File: config.mk
export PLATFORM = sky130hd
export DESIGN_NAME = text_pixel_gen_flat
export DESIGN_NICKNAME = d
export VERILOG_FILES = /design/src/rtl/text_pixel_gen_if.sv /design/src/rtl/text_pixel_gen.sv /design/src/flat_wrapper.sv
export SDC_FILE = /design/constraint.sdc
export NUM_CORES = 1
export LEC_CHECK = 0
export CORE_MARGIN = 2
export CORE_UTILIZATION = 49
export DETAILED_ROUTE_END_ITERATION = 10
export PLACE_DENSITY = 0.94
export SLEW_MARGIN = 20
export SYNTH_ARGS = -nofsm -noshare
export SYNTH_HDL_FRONTEND = slang
export SYNTH_SLANG_ARGS = --single-unit
File: constraint.sdc
create_clock -name clk -period 4.42 [get_ports clk]
set_input_delay 0.884 -clock clk [delete_from_list [all_inputs] [get_ports clk]]
set_output_delay 0.884 -clock clk [all_outputs]
set_load 0.02 [all_outputs]
File: src/rtl/text_pixel_gen_if.sv
`default_nettype none
// ============================================================================
//  Module      : text_pixel_gen_if
//  Description : Memory-side bus of the text pixel pipeline. It carries the
//                character RAM read port and the font ROM read port. Both
//                memories return data one clock after the address is
//                presented.
//                  charRdAddr  12  char RAM address (row*COLS+col)
//                  charRdData  16  [7:0] code, [11:8] fg, [15:12] bg
//                  fontRdAddr  12  {code, glyphRow}
//                  fontRdData   8  glyph row, bit7 = leftmost pixel
//                master : pixel generator (drives addresses)
//                slave  : memory side (drives read data)
//  Revision    : 1.0  initial release
// ============================================================================
interface text_pixel_gen_if;
    logic [11:0] charRdAddr;
    logic [15:0] charRdData;
    logic [11:0] fontRdAddr;
    logic [7:0]  fontRdData;

    modport master (
        output charRdAddr,
        output fontRdAddr,
        input  charRdData,
        input  fontRdData
    );

    modport slave (
        input  charRdAddr,
        input  fontRdAddr,
        output charRdData,
        output fontRdData
    );
endinterface
`default_nettype wire

File: src/rtl/text_pixel_gen.sv
`default_nettype none
// ============================================================================
//  Module      : text_pixel_gen
//  Description : Text-mode pixel pipeline between VGA timing and the DAC.
//                Each pixel clock the current hCount/vCount is mapped to a
//                character cell, the cell's code/attribute is read from char
//                RAM, the glyph row is read from the font ROM and a 4-bit
//                colour index is produced. visIn/hsyncIn/vsyncIn are delayed
//                by the same 5 clocks so the output stays timing-aligned.
//  Ports       : clk, nrst (async, active low)
//                hCount/vCount[9:0], visIn, hsyncIn, vsyncIn  timing inputs
//                mem (text_pixel_gen_if.master)  char RAM / font ROM reads
//                pixColor[3:0], pixVis, hsyncOut, vsyncOut     outputs
//                cursorCol[6:0], cursorRow[4:0]  (TEXT_CURSOR_EN only)
//  Options     : define TEXT_CURSOR_EN to add a blinking underline cursor
//                (glyph rows 14/15 of the cursor cell forced to fg).
//  Revision    : 1.0  initial release
// ============================================================================
module text_pixel_gen #(
    parameter int COLS         = 80,
    parameter int ROWS         = 30,
    parameter int BLINK_FRAMES = 30
) (
    input  logic              clk,
    input  logic              nrst,
    input  logic [9:0]        hCount,
    input  logic [9:0]        vCount,
    input  logic              visIn,
    input  logic              hsyncIn,
    input  logic              vsyncIn,
`ifdef TEXT_CURSOR_EN
    input  logic [6:0]        cursorCol,
    input  logic [4:0]        cursorRow,
`endif
    text_pixel_gen_if.master  mem,
    output logic [3:0]        pixColor,
    output logic              pixVis,
    output logic              hsyncOut,
    output logic              vsyncOut
);

    // Address arithmetic is fixed at 12 bits; wider grids cannot be addressed.
    if (COLS * ROWS > 4096 || COLS > 128 || BLINK_FRAMES < 2) begin : g_paramCheck
        $error("text_pixel_gen: unsupported COLS/ROWS/BLINK_FRAMES");
    end

    localparam logic [11:0] c_COLS_VEC = 12'(COLS);

    // ------------------------------------------------------------------
    // Cell address: row*COLS built from shifted copies of the row for each
    // set bit of COLS (80 -> row<<6 + row<<4). Wraps mod 4096.
    // ------------------------------------------------------------------
    logic [5:0]  w_row;
    logic [6:0]  w_col;
    logic [11:0] w_rowMul;
    logic [11:0] w_cellAddr;

    assign w_row = vCount[9:4];
    assign w_col = hCount[9:3];

    always_comb begin
        w_rowMul = '0;
        for (int i = 0; i < 12; i++) begin
            if (c_COLS_VEC[i]) begin
                w_rowMul = w_rowMul + ({6'b0, w_row} << i);
            end
        end
    end

    assign w_cellAddr = w_rowMul + {5'b0, w_col};

    // ------------------------------------------------------------------
    // Pipeline registers (suffix = stage that loaded them)
    // ------------------------------------------------------------------
    logic [2:0] r_fineX1, r_fineX2, r_fineX3, r_fineX4;
    logic [3:0] r_glyphRow1, r_glyphRow2;
    logic       r_vis1, r_vis2, r_vis3, r_vis4;
    logic       r_hs1, r_hs2, r_hs3, r_hs4;
    logic       r_vs1, r_vs2, r_vs3, r_vs4;
    logic [3:0] r_fg3, r_fg4;
    logic [3:0] r_bg3, r_bg4;

    logic       w_pixBit;
    logic [3:0] w_color;

`ifdef TEXT_CURSOR_EN
    // ------------------------------------------------------------------
    // Cursor blink: count vsync falling edges, toggle every BLINK_FRAMES.
    // ------------------------------------------------------------------
    localparam int                 c_FRM_W    = $clog2(BLINK_FRAMES);
    localparam logic [c_FRM_W-1:0] c_FRM_LAST = c_FRM_W'(BLINK_FRAMES - 1);

    logic               r_vsPrev;
    logic [c_FRM_W-1:0] r_frameCnt;
    logic               r_cursorOn;
    logic               r_cur1, r_cur2, r_cur3, r_cur4;
    logic               w_cursorHit;

    // Underline occupies glyph rows 14 and 15 of the cursor cell.
    assign w_cursorHit = r_cursorOn && visIn
                      && (w_row == {1'b0, cursorRow})
                      && (w_col == cursorCol)
                      && (vCount[3:1] == 3'b111);

    always_ff @(posedge clk or negedge nrst) begin
        if (!nrst) begin
            r_vsPrev   <= 1'b1;
            r_frameCnt <= '0;
            r_cursorOn <= 1'b1;
            r_cur1     <= 1'b0;
            r_cur2     <= 1'b0;
            r_cur3     <= 1'b0;
            r_cur4     <= 1'b0;
        end else begin
            r_vsPrev <= vsyncIn;
            if (r_vsPrev && !vsyncIn) begin
                if (r_frameCnt == c_FRM_LAST) begin
                    r_frameCnt <= '0;
                    r_cursorOn <= ~r_cursorOn;
                end else begin
                    r_frameCnt <= r_frameCnt + 1'b1;
                end
            end
            r_cur1 <= w_cursorHit;
            r_cur2 <= r_cur1;
            r_cur3 <= r_cur2;
            r_cur4 <= r_cur3;
        end
    end
`endif

    // Final colour select; index ~fineX picks bit 7 for the leftmost pixel.
    always_comb begin
        w_pixBit = mem.fontRdData[~r_fineX4];
        w_color  = w_pixBit ? r_fg4 : r_bg4;
`ifdef TEXT_CURSOR_EN
        if (r_cur4) begin
            w_color = r_fg4;
        end
`endif
    end

    always_ff @(posedge clk or negedge nrst) begin
        if (!nrst) begin
            mem.charRdAddr <= '0;
            mem.fontRdAddr <= '0;
            r_fineX1       <= '0;
            r_fineX2       <= '0;
            r_fineX3       <= '0;
            r_fineX4       <= '0;
            r_glyphRow1    <= '0;
            r_glyphRow2    <= '0;
            r_vis1         <= 1'b0;
            r_vis2         <= 1'b0;
            r_vis3         <= 1'b0;
            r_vis4         <= 1'b0;
            r_hs1          <= 1'b1;
            r_hs2          <= 1'b1;
            r_hs3          <= 1'b1;
            r_hs4          <= 1'b1;
            r_vs1          <= 1'b1;
            r_vs2          <= 1'b1;
            r_vs3          <= 1'b1;
            r_vs4          <= 1'b1;
            r_fg3          <= '0;
            r_fg4          <= '0;
            r_bg3          <= '0;
            r_bg4          <= '0;
            pixColor       <= '0;
            pixVis         <= 1'b0;
            hsyncOut       <= 1'b1;
            vsyncOut       <= 1'b1;
        end else begin
            // S1: cell address out to char RAM, carry pixel context
            mem.charRdAddr <= visIn ? w_cellAddr : 12'd0;
            r_fineX1       <= hCount[2:0];
            r_glyphRow1    <= vCount[3:0];
            r_vis1         <= visIn;
            r_hs1          <= hsyncIn;
            r_vs1          <= vsyncIn;

            // S2: char RAM is reading
            r_fineX2       <= r_fineX1;
            r_glyphRow2    <= r_glyphRow1;
            r_vis2         <= r_vis1;
            r_hs2          <= r_hs1;
            r_vs2          <= r_vs1;

            // S3: glyph row address out to font ROM, capture attributes
            mem.fontRdAddr <= {mem.charRdData[7:0], r_glyphRow2};
            r_fg3          <= mem.charRdData[11:8];
            r_bg3          <= mem.charRdData[15:12];
            r_fineX3       <= r_fineX2;
            r_vis3         <= r_vis2;
            r_hs3          <= r_hs2;
            r_vs3          <= r_vs2;

            // S4: font ROM is reading
            r_fineX4       <= r_fineX3;
            r_fg4          <= r_fg3;
            r_bg4          <= r_bg3;
            r_vis4         <= r_vis3;
            r_hs4          <= r_hs3;
            r_vs4          <= r_vs3;

            // S5: colour out; blanking forces index 0
            pixColor       <= r_vis4 ? w_color : 4'h0;
            pixVis         <= r_vis4;
            hsyncOut       <= r_hs4;
            vsyncOut       <= r_vs4;
        end
    end

endmodule
`default_nettype wire

File: src/flat_wrapper.sv
// flat-port wrapper written by rule: the top's interface ports become plain ports
module text_pixel_gen_flat 
#(
    parameter int COLS         = 80,
    parameter int ROWS         = 30,
    parameter int BLINK_FRAMES = 30
)
  (clk, nrst, hCount, vCount, visIn, hsyncIn, vsyncIn, pixColor, pixVis, hsyncOut, vsyncOut, mem_charRdAddr, mem_fontRdAddr, mem_charRdData, mem_fontRdData);
  text_pixel_gen_if mem_i ();
  input  logic clk;
  input  logic nrst;
  input  logic [9:0] hCount;
  input  logic [9:0] vCount;
  input  logic visIn;
  input  logic hsyncIn;
  input  logic vsyncIn;
  output logic [3:0] pixColor;
  output logic pixVis;
  output logic hsyncOut;
  output logic vsyncOut;
  output wire logic [$bits(mem_i.charRdAddr)-1:0] mem_charRdAddr;
  output wire logic [$bits(mem_i.fontRdAddr)-1:0] mem_fontRdAddr;
  input wire logic [$bits(mem_i.charRdData)-1:0] mem_charRdData;
  input wire logic [$bits(mem_i.fontRdData)-1:0] mem_fontRdData;
  assign mem_charRdAddr = mem_i.charRdAddr;
  assign mem_fontRdAddr = mem_i.fontRdAddr;
  assign mem_i.charRdData = mem_charRdData;
  assign mem_i.fontRdData = mem_fontRdData;
  text_pixel_gen #(.COLS(COLS), .ROWS(ROWS), .BLINK_FRAMES(BLINK_FRAMES)) u_core (.clk(clk), .nrst(nrst), .hCount(hCount), .vCount(vCount), .visIn(visIn), .hsyncIn(hsyncIn), .vsyncIn(vsyncIn), .mem(mem_i), .pixColor(pixColor), .pixVis(pixVis), .hsyncOut(hsyncOut), .vsyncOut(vsyncOut));
endmodule
==> impl_metrics.csv <==
group,metric,value,unit
logic_synthesis,yosysUniqueCellTypes,28,
sta,fin_crit_sh,71.11,%
sta,worst_slew_pin_slew,906.7,ps
sta,final_hold_viol_count,0,
status,outcome,"complete, no violations",
final_layout,stdcell_count,318,
logic_synthesis,syn-cell-area,2550,sq um
power,peakVddDrop,0.0002034,V
clock_tree,cts_setup_buffers,0,
worst_hold_path,hp-class,"reg2reg",
final_layout,fillers,327,
clock_tree,path_clk_slew,70,ps
drt,wl,4.529,mm
logic_synthesis,ys_seq_area_share,78.02,%
global_route,grt_pass1_wl,7.486,mm
clock_tree,h-tree-depth,3,
die,die_h,76.14,microns
logic_synthesis,yosys_register_bits,79,
power,power.leakage,1.617,nW
placement,place_ws,930.1,ps
clock_tree,cts_inserted_buffers,9,
die,rows,26,
final_layout,nNetsFinal,305,
clock_tree,holdBufCountCts,0,
drt,drt_iter0_drc,114,
sta,slew_violations,0,
final_layout,multiInputGateArea,514.2,sq um
die,start_util,50.25,%
setup_path,critPathKind,"in2reg",
sta,final.min_clock_period,3143,ps
sta,fmax,318.2,MHz
logic_synthesis,syn_nets,217,
setup_path,cp.required,4610,ps
drt,via_per_inst,4.708,
power,p_per_area,423.6,nW/um^2
logic_synthesis,yosys_warnings,0,
die,die_x,76.14,microns
global_route,grt_usage,17.32,%
setup_path,cp_max_fo,3,
setup_path,critPathLaunchType,"input pin",
logic_synthesis,syn_avg_cell_area,16.45,sq um
logic_synthesis,netlist_instances,155,
power,finalPower,0.001541,W
global_route,overflow,0,
sta,final.setup.tns,0,ps
clock_tree,clkLatencyLatePin,330,ps
clock_tree,clockRootBuffer,"clkbuf_8",
drt,wl_per_cell,14.24,microns
drt,drcViolationCount,0,
die,ioPinCount,80,
sta,fin_ws,1277,ps
sta,finClkSkew,6.958,ps
setup_path,end_kind,"flip-flop",
placement,dp_cells,302,
clock_tree,clock_sinks,79,
final_layout,drive_above_1_share,11.29,%
final_layout,final_util,71.70,%
setup_path,cp.arrival,3340,ps
final_layout,seq_area,1989,sq um
clock_tree,ctsResizeCount,0,
die,coreArea,5075,sq um
clock_tree,cts_max_path_buffers,2,
global_route,grt_max_degree,80,
sta,max_slew_margin,39.55,%
clock_tree,cts_tree,"done",
placement,gp_congestion,0.8443,
drt,via_count,1497,
drt,drt-pass1-iter-count,4,
global_route,antenna_found_initial,0,
final_layout,syn_to_final_growth,42.69,%
sta,setup_violations,0,
sta,rsz0062_at_grt,"false",
job,maxCapViolCount,0,
drt,drt.antenna.violating_nets,0,
final_layout,antenna_cells,0,
die,die_area,5797,sq um
placement,hpwl,3.432,mm
global_route,first_global_vias,1564,
placement,placement.io_buffers,79,
-- sequential cells by signal (all words and copies together) (netlist names), 3 cells and up --
signal / count
u_core.r_glyphRow2: 4
u_core.mem.charRdAddr: 12
u_core.r_fg3: 4
u_core.r_bg4: 4
u_core.r_bg3: 4
u_core.r_fineX1: 3
u_core.mem.fontRdAddr: 12
u_core.pixColor: 4
u_core.r_fineX2: 3
u_core.r_fg4: 4
u_core.r_glyphRow1: 4
u_core.r_fineX4: 3
u_core.r_fineX3: 3
-- placed cells by master (no fill, tap or decap) --
cell,synthesis,final
clkdlybuf4s50_1,0,78
o21ai_1,1,1
nor3_1,2,2
or4_1,1,1
mux4_1,2,2
ha_1,11,11
a31oi_1,1,1
clkinv_4,0,1
o21a_1,1,1
nand3_1,5,5
inv_1,10,10
bufinv_16,0,2
o31ai_1,1,1
nand2_1,9,9
nand4_1,1,1
dfstp_2,10,10
and4b_1,1,1
fa_1,2,2
buf_4,0,1
a211o_1,1,1
dfrtp_1,69,69
nor2b_1,2,2
nor4_1,2,2
and2_1,6,6
a211oi_1,2,2
clkinv_2,0,3
clkbuf_8,0,10
a21oi_1,2,2
nor2_1,4,4
mux2i_4,1,1
o21ai_0,5,5
nand2b_1,1,1
-- synthesized netlist by cell type --
cell / count / area share, %
a21oi_1: 2 / 0.39
clkbuf_2: 1 / 0.20
dfstp_2: 10 / 10
o21ai_0: 5 / 0.98
nand4_1: 1 / 0.25
nor3_1: 2 / 0.39
and2_1: 6 / 1.5
o21a_1: 1 / 0.29
a211o_1: 1 / 0.34
nand2_1: 9 / 1.3
nor2b_1: 2 / 0.49
nor2_1: 4 / 0.59
mux4_1: 2 / 2.1
nand3_1: 5 / 0.98
ha_1: 11 / 5.4
inv_1: 10 / 1.5
mux2i_4: 1 / 0.88
or4_1: 1 / 0.29
nor4_1: 2 / 0.49
clkbuf_1: 1 / 0.15
and4b_1: 1 / 0.39
o31ai_1: 1 / 0.29
dfrtp_1: 69 / 68
a211oi_1: 2 / 0.59
fa_1: 2 / 1.6
o21ai_1: 1 / 0.20
a31oi_1: 1 / 0.25
nand2b_1: 1 / 0.25
-- layout make-up --
| class | count | area share (%) |
|---|---|---|
| clock buffers | 10 | 3.783 |
| clock inverters | 6 | 2.304 |
| inverters | 10 | 1.032 |
| multi-input cells | 64 | 14.13 |
| flip-flops and latches | 79 | 54.68 |
| well taps | 70 | 2.407 |
| repair buffers | 79 | 21.66 |
-- cell families (layout without fill, tap and decap cells) --
family | after synthesis | count (layout) | share of synthesized area (%)
buffers and inverters | 12 | 105 | 1.815
AND/OR/NAND/NOR | 34 | 34 | 6.919
flip-flops | 79 | 79 | 78.02
adder cells (fa/ha/maj) | 13 | 13 | 6.968
multiplexers | 3 | 3 | 2.944
AO/OA/AOI/OAI | 14 | 14 | 3.337
-- routing by layer --
layer / global-route usage, % / part of all wire [%]
met5: 0 / 0
met4: 6.545 / 1.3
met3: 7.109 / 5.9
met2: 31.25 / 54
met1: 18.02 / 38
-- worst max-delay path: stages --
cell and delay (ps):
clkdlybuf4s50_1 480, inv_1 60, fa_1 560, inv_1 60, ha_1 290, a21oi_1 160, o21ai_1 130, and4b_1 210
or4_1 500
-- power by group --
group | internal (W) | switching, W | leakage [nW]
Sequential | 0.000770 | 0.0000149 | 0.928
Combinational | 0.000103 | 0.0000942 | 0.572
Clock | 0.000331 | 0.000227 | 0.116
Total | 0.00120 | 0.000337 | 1.62
-- final timing paths --
| check | startpoint | endpoint | slack (ps) | depth (start not counted) |
|---|---|---|---|---|
| max in group asynchronous | nrst | u_core.r_bg3[2] | 3150 | 1 |
| min in group asynchronous | nrst | u_core.r_vis4 | 680 | 1 |
| worst max register to register | u_core.r_fineX4[0] | u_core.pixColor[2] | 2820 | 4 |
| worst min-delay path | u_core.r_fineX2[0] | u_core.r_fineX3[0] | 350 | 0 |
| worst min register to register | u_core.r_fineX2[0] | u_core.r_fineX3[0] | 350 | 0 |
| worst max-delay path | vCount[4] | u_core.mem.charRdAddr[10] | 1280 | 9 |
-- through the flow --
| stage | hold slack (ps) | cell area, sq um |
|---|---|---|
| finish | 347.6 | 3638 |
| global route | 356.8 | 3638 |
| CTS | 352.4 | 3638 |
| detailed placement | 335.5 | 3417 |
| global placement | 331.5 | 3417 |
| floorplan | 331.2 | 2550 |
No activity file was read; power rests on OpenSTA's default activity.
